`src/rtl/cnt_sched.sv`:
```
// Round-robin scheduler sharing one up/down counter among N_REQ requesters.
// All outputs are registered; each job drives cnt_en for exactly its requested number of steps.
module cnt_sched #(
  parameter int WIDTH = 4,
  parameter int N_REQ = 4,
  parameter int LEN_W = 8
) (
  input  logic                     clk,
  input  logic                     reset,
  input  logic [N_REQ-1:0]         req,
  input  logic [N_REQ-1:0]         req_dir,
  input  logic [N_REQ*LEN_W-1:0]   req_len,
  input  logic                     hold,
  input  logic [WIDTH-1:0]         cnt_val,
  output logic                     cnt_en,
  output logic                     dir,
  output logic [N_REQ-1:0]         gnt,
  output logic [N_REQ-1:0]         done,
  output logic                     busy,
  output logic [$clog2(N_REQ)-1:0] owner,
  output logic [WIDTH-1:0]         cur_val
);
  localparam int OW = $clog2(N_REQ);

  typedef enum logic [1:0] {S_IDLE, S_RUN, S_DONE} state_t;

  state_t           r_state, w_state_nx;
  logic [N_REQ-1:0] r_gnt, w_gnt_nx;
  logic [N_REQ-1:0] r_done, w_done_nx;
  logic             r_cnt_en, w_cnt_en_nx;
  logic             r_dir, w_dir_nx;
  logic             r_busy;
  logic [OW-1:0]    r_owner, w_owner_nx;
  logic [OW-1:0]    r_last, w_last_nx;
  logic [WIDTH-1:0] r_cur_val, w_cur_val_nx;
  logic [LEN_W-1:0] r_rem, w_rem_nx;

  logic             w_pick_vld;
  logic [OW-1:0]    w_pick;
  logic [LEN_W-1:0] w_len;

  function automatic logic [OW-1:0] wrap_idx(input int i);
    return OW'((i >= N_REQ) ? (i - N_REQ) : i);
  endfunction

  // First pending request at or after last+1, wrapping around.
  always_comb begin
    w_pick_vld = 1'b0;
    w_pick     = '0;
    for (int k = 1; k <= N_REQ; k++) begin
      if (!w_pick_vld && req[wrap_idx(int'(r_last) + k)]) begin
        w_pick_vld = 1'b1;
        w_pick     = wrap_idx(int'(r_last) + k);
      end
    end
  end

  assign w_len = req_len[int'(w_pick)*LEN_W +: LEN_W];

  always_comb begin
    w_state_nx   = r_state;
    w_gnt_nx     = r_gnt;
    w_done_nx    = '0;
    w_cnt_en_nx  = r_cnt_en;
    w_dir_nx     = r_dir;
    w_owner_nx   = r_owner;
    w_last_nx    = r_last;
    w_cur_val_nx = r_cur_val;
    w_rem_nx     = r_rem;
    unique case (r_state)
      S_IDLE: begin
        if (w_pick_vld) begin
          w_owner_nx = w_pick;
          w_dir_nx   = req_dir[w_pick];
          w_rem_nx   = w_len;
          w_gnt_nx   = N_REQ'(1) << w_pick;
          if (w_len != '0) begin
            w_cnt_en_nx = 1'b1;
            w_state_nx  = S_RUN;
          end else begin
            w_cnt_en_nx = 1'b0;
            w_done_nx   = N_REQ'(1) << w_pick;
            w_state_nx  = S_DONE;
          end
        end
      end
      S_RUN: begin
        if (!req[r_owner]) begin
          w_cnt_en_nx = 1'b0;
          w_gnt_nx    = '0;
          w_last_nx   = r_owner;
          w_state_nx  = S_IDLE;
        end else begin
          // An enabled edge has already stepped the counter, so it always
          // consumes a step even when hold lands on it; hold gates later edges.
          if (r_cnt_en) begin
            w_rem_nx = r_rem - 1'b1;
          end
          if (r_cnt_en && (r_rem == LEN_W'(1))) begin
            w_cnt_en_nx = 1'b0;
            w_done_nx   = r_gnt;
            w_state_nx  = S_DONE;
          end else begin
            w_cnt_en_nx = !hold;
          end
        end
      end
      S_DONE: begin
        w_gnt_nx     = '0;
        w_last_nx    = r_owner;
        w_cur_val_nx = cnt_val;
        w_state_nx   = S_IDLE;
      end
      default: begin
        w_state_nx = S_IDLE;
      end
    endcase
  end

  always_ff @(posedge clk) begin
    if (reset) begin
      r_state   <= S_IDLE;
      r_gnt     <= '0;
      r_done    <= '0;
      r_cnt_en  <= 1'b0;
      r_dir     <= 1'b0;
      r_busy    <= 1'b0;
      r_owner   <= OW'(N_REQ - 1);
      r_last    <= OW'(N_REQ - 1);
      r_cur_val <= '0;
      r_rem     <= '0;
    end else begin
      r_state   <= w_state_nx;
      r_gnt     <= w_gnt_nx;
      r_done    <= w_done_nx;
      r_cnt_en  <= w_cnt_en_nx;
      r_dir     <= w_dir_nx;
      r_busy    <= (w_state_nx != S_IDLE);
      r_owner   <= w_owner_nx;
      r_last    <= w_last_nx;
      r_cur_val <= w_cur_val_nx;
      r_rem     <= w_rem_nx;
    end
  end

  assign cnt_en  = r_cnt_en;
  assign dir     = r_dir;
  assign gnt     = r_gnt;
  assign done    = r_done;
  assign busy    = r_busy;
  assign owner   = r_owner;
  assign cur_val = r_cur_val;

endmodule

```
`config.mk`:
```
export PLATFORM = sky130hd
export DESIGN_NAME = cnt_sched
export DESIGN_NICKNAME = d
export VERILOG_FILES = /design/src/rtl/cnt_sched.sv
export SDC_FILE = /design/constraint.sdc
export NUM_CORES = 1
export LEC_CHECK = 0
export BUFFER_PORTS_ARGS = -buffer_cell sky130_fd_sc_hd__buf_2
export CAP_MARGIN = 20
export CORE_ASPECT_RATIO = 0.8
export CORE_MARGIN = 1.5
export CORE_UTILIZATION = 54
export DETAILED_ROUTE_END_ITERATION = 10
export PLACE_DENSITY = 0.94
export SETUP_SLACK_MARGIN = 0.02
export SLEW_MARGIN = 5
export SYNTH_ARGS = -nofsm -noshare
export SYNTH_HDL_FRONTEND = slang
export SYNTH_SLANG_ARGS = --single-unit
```
`constraint.sdc`:
```
create_clock -name clk -period 4.5 [get_ports clk]
set_input_delay 0.675 -clock clk [delete_from_list [all_inputs] [get_ports clk]]
set_output_delay 0.675 -clock clk [all_outputs]
set_load 0.05 [all_outputs]
```
==> summary.txt <==
Run status
  • Outcome: finished, final reports clean

Clock tree
  • Setup repair bufs after CTS: 0
  • Clock buffer depth: 2
  • Clock sinks: 29
  • Reg clk slew, reported paths: 0.06 ns
  • Clk_lat worst skew: 0.28 ns
  • CTS HTree Levels: 2
  • PostCTS Resize Cnt: 0
  • Num CTS Buffers: 5
  • Post-CTS Hold Buffers: 0
  • CTS tree: done
  • Root Buffer: clkbuf_8

STA
  • Fmax: 343 MHz
  • Setup Viol. Count Final: 0
  • Fin worst setup slack: 1.59 ns
  • Slew Viols, Final: 0
  • Crit path time final: 2.91 ns
  • RSZ-0062 raised after global routing: no
  • Slew Limit Headroom: 0.332
  • Max Clock Skew: 0.00246 ns
  • Hold Vio Cnt, Final: 0
  • Fin crit share: 0.647
  • Setup TNS: 0 ns
  • Worst-Margin Slew: 0.987 ns

Pwr
  • Maximum VDD drop: 0.263 mV
  • Switching pwr: 309 µW
  • Leakage power of the design: 0.987 nW
  • Clock group share of total power: 0.313
  • Logic pwr share: 0.336
  • Power Density: 398 nW/µm²
  • Flop pwr share: 0.351
  • Sw frac: 0.346
  • P_int: 584 µW

Global route
  • GRT Util Overall: 0.285
  • Vias in the first global route: 1,680
  • GRT overflow: 0
  • Initial antenna violation count: 0
  • Largest net degree at the start of global routing: 25
  • First-pass GRT wire length: 7.60 mm

Yosys
  • Register area share after synthesis: 0.317
  • Avg Cell Area, Syn: 8.89 µm²
  • Yosys cell types: 50
  • Post-Syn Instances: 206
  • Synthesized net count: 258
  • Synth warnings: 0
  • Mapped Area: 1830 µm²
  • Yosys reg bits: 29

Placed design
  • Final RePlAce weighted congestion: 0.935
  • DP Wirelength: 3.67 mm
  • Dpl ws: 1.34 ns
  • I/O Buffers: 63

Setup path
  • Reg2reg setup slack: 1.61 ns
  • Worst Path Arrival: 3.10 ns
  • Crit-path max FO: 24
  • CP Capture Type: register
  • Worst EP required: 4.69 ns
  • Worst r2r path cells: 7
  • Reg-to-Reg End: done[3]$_SDFF_PP0_
  • Critical path startpoint category: input port
  • Reg2reg start: r_last[1]$_SDFFE_PP1P_
  • WS Path Type: in -> reg

Final layout
  • Share of cells above drive strength 1: 0.313
  • ANT cells: 0
  • Commonest non-fill, non-tap cell in the layout: buf_2
  • Synth-to-Final Area Change: 22.3%
  • Most frequent cells in the layout: 63 x buf_2, 31 x mux2i_1, 29 x dfxtp_1
  • NumNets Final: 319
  • Fill cell count: 263

Floorplan
  • Die Ht: 55.1 µm
  • Row Count: 18
  • Die area: 3750 µm²
  • # IOs: 64
  • Starting Density: 0.581
  • Core area: 3150 µm²
  • Die Width: 68.1 µm

Routing
  • Post-DR vias/cell: 5.90
  • DRC errors left: 0
  • Vias: 1,818
  • DR WL/cell: 15.9 µm
  • ANT nets after route: 0
  • Starting DRT DRC Count: 97
  • Drt first pass iters: 4
  • Routed WL: 4.89 mm

Run
  • Max-cap check violation count: 0

Min path
  • Hold Path End: done[0]$_SDFF_PP0_
  • Hold path startpoint: gnt[0]$_SDFFE_PP0P_
  • Hold Crit Depth: 2
  • Hold WC Path Type: reg -> reg
worst max-delay path: stages:
cell and delay, ns:
buf_2 0.14, a21o_2 0.23, a31oi_4 0.70, mux2i_1 0.29, mux2i_1 0.14, nor4_2 0.46
nand2_2 0.16, o32ai_1 0.30
metrics by stage:
stage | std cells | hold WS (ns) | total power, mW | utilization | area (µm²)
CTS | 308 | 0.478 | 0.895 | 0.711 | 2240
detailed placement | 300 | 0.469 | 0.612 | 0.674 | 2120
finish | 308 | 0.474 | 0.892 | 0.711 | 2240
floorplan | 206 | 0.474 | 0.545 | - | 1830
global route | 308 | 0.484 | 0.943 | 0.711 | 2240
global placement | 300 | 0.456 | 0.604 | 0.674 | 2120
flip-flops by register name (all words and copies together), names as in the netlist:
register and cells:
gnt 4, dir 1, owner 2, done 4
busy 1, r_state 2, cur_val 4, r_rem 8
r_last 2, cnt_en 1
synth_stat cells (all sizes together):
| cell | instances | area share |
|---|---|---|
| mux2i | 32 | 0.18 |
| dfxtp | 29 | 0.32 |
| nand2 | 19 | 0.040 |
| nor2 | 19 | 0.039 |
| a21oi | 11 | 0.030 |
| inv | 11 | 0.023 |
| o21ai | 10 | 0.027 |
| nor4 | 8 | 0.034 |
| a211oi | 5 | 0.020 |
| buf | 5 | 0.033 |
| clkbuf | 5 | 0.010 |
| ha | 5 | 0.034 |
| nand2b | 4 | 0.015 |
| nand3 | 4 | 0.011 |
| o32ai | 4 | 0.019 |
| a22oi | 3 | 0.012 |
| a21o | 2 | 0.0089 |
| a31oi | 2 | 0.015 |
| nand3b | 2 | 0.0082 |
| nor2b | 2 | 0.0068 |
| nor3b | 2 | 0.0082 |
| o211ai | 2 | 0.0082 |
| o221a | 2 | 0.017 |
| o22ai | 2 | 0.0068 |
| a21boi | 1 | 0.0061 |
| a22o | 1 | 0.0048 |
| a311oi | 1 | 0.0048 |
| a31o | 1 | 0.0048 |
| clkinv | 1 | 0.0020 |
| mux2 | 1 | 0.0061 |
| mux4 | 1 | 0.012 |
| nand4 | 1 | 0.0034 |
| nor3 | 1 | 0.0027 |
| o21a | 1 | 0.0041 |
| o221ai | 1 | 0.0048 |
| o2bb2ai | 1 | 0.0048 |
| o311ai | 1 | 0.0048 |
| o41ai | 1 | 0.0048 |
| or2 | 1 | 0.0034 |
| or3 | 1 | 0.0041 |
power groups by stage:
stage | combinational [mW] | clock, mW | sequential (mW)
global placement | 0.288 | 0 | 0.316
finish | 0.300 | 0.279 | 0.313
CTS | 0.297 | 0.285 | 0.312
floorplan | 0.203 | 0 | 0.342
global route | 0.331 | 0.295 | 0.317
detailed placement | 0.294 | 0 | 0.318
worst max path at each step:
stage / cells after the start / to / startpoint / slack, ns
finish: 8 / done[3]$_SDFF_PP0_ / req[0] / 1.59
global placement: 8 / done[1]$_SDFF_PP0_ / req[0] / 1.41
detailed placement: 8 / done[3]$_SDFF_PP0_ / req[0] / 1.34
CTS: 8 / done[3]$_SDFF_PP0_ / req[0] / 1.62
floorplan: 8 / done[0]$_SDFF_PP0_ / req[0] / 2.09
global route: 7 / done[2]$_SDFF_PP0_ / r_last[1]$_SDFFE_PP1P_ / 1.40
layout make-up:
class,instances,area (µm²),area share
multi-input cells,155,1130,0.503
flip-flops and latches,29,581,0.259
repair buffers,64,323,0.144
clock buffers,7,86.3,0.0385
well taps,40,50.0,0.0223
inverters,12,45.0,0.0201
clock inverters,1,30.0,0.0134
kinds of logic (layout without fill, tap and decap cells):
logic type / count (synthesis) / after routing / synth area share
AND/OR/NAND/NOR: 64 / 64 / 0.176
AO/OA/AOI/OAI: 52 / 52 / 0.209
multiplexers: 34 / 34 / 0.195
flip-flops: 29 / 29 / 0.317
buffers and inverters: 22 / 84 / 0.0683
adder cells (fa/ha/maj): 5 / 5 / 0.0342
metal layers:
metal	wire length (µm)	global-route usage
met5	0	0
met4	23	0.157
met3	515	0.126
met2	2240	0.437
met1	2110	0.337
(Power assumes the default switching activity.)
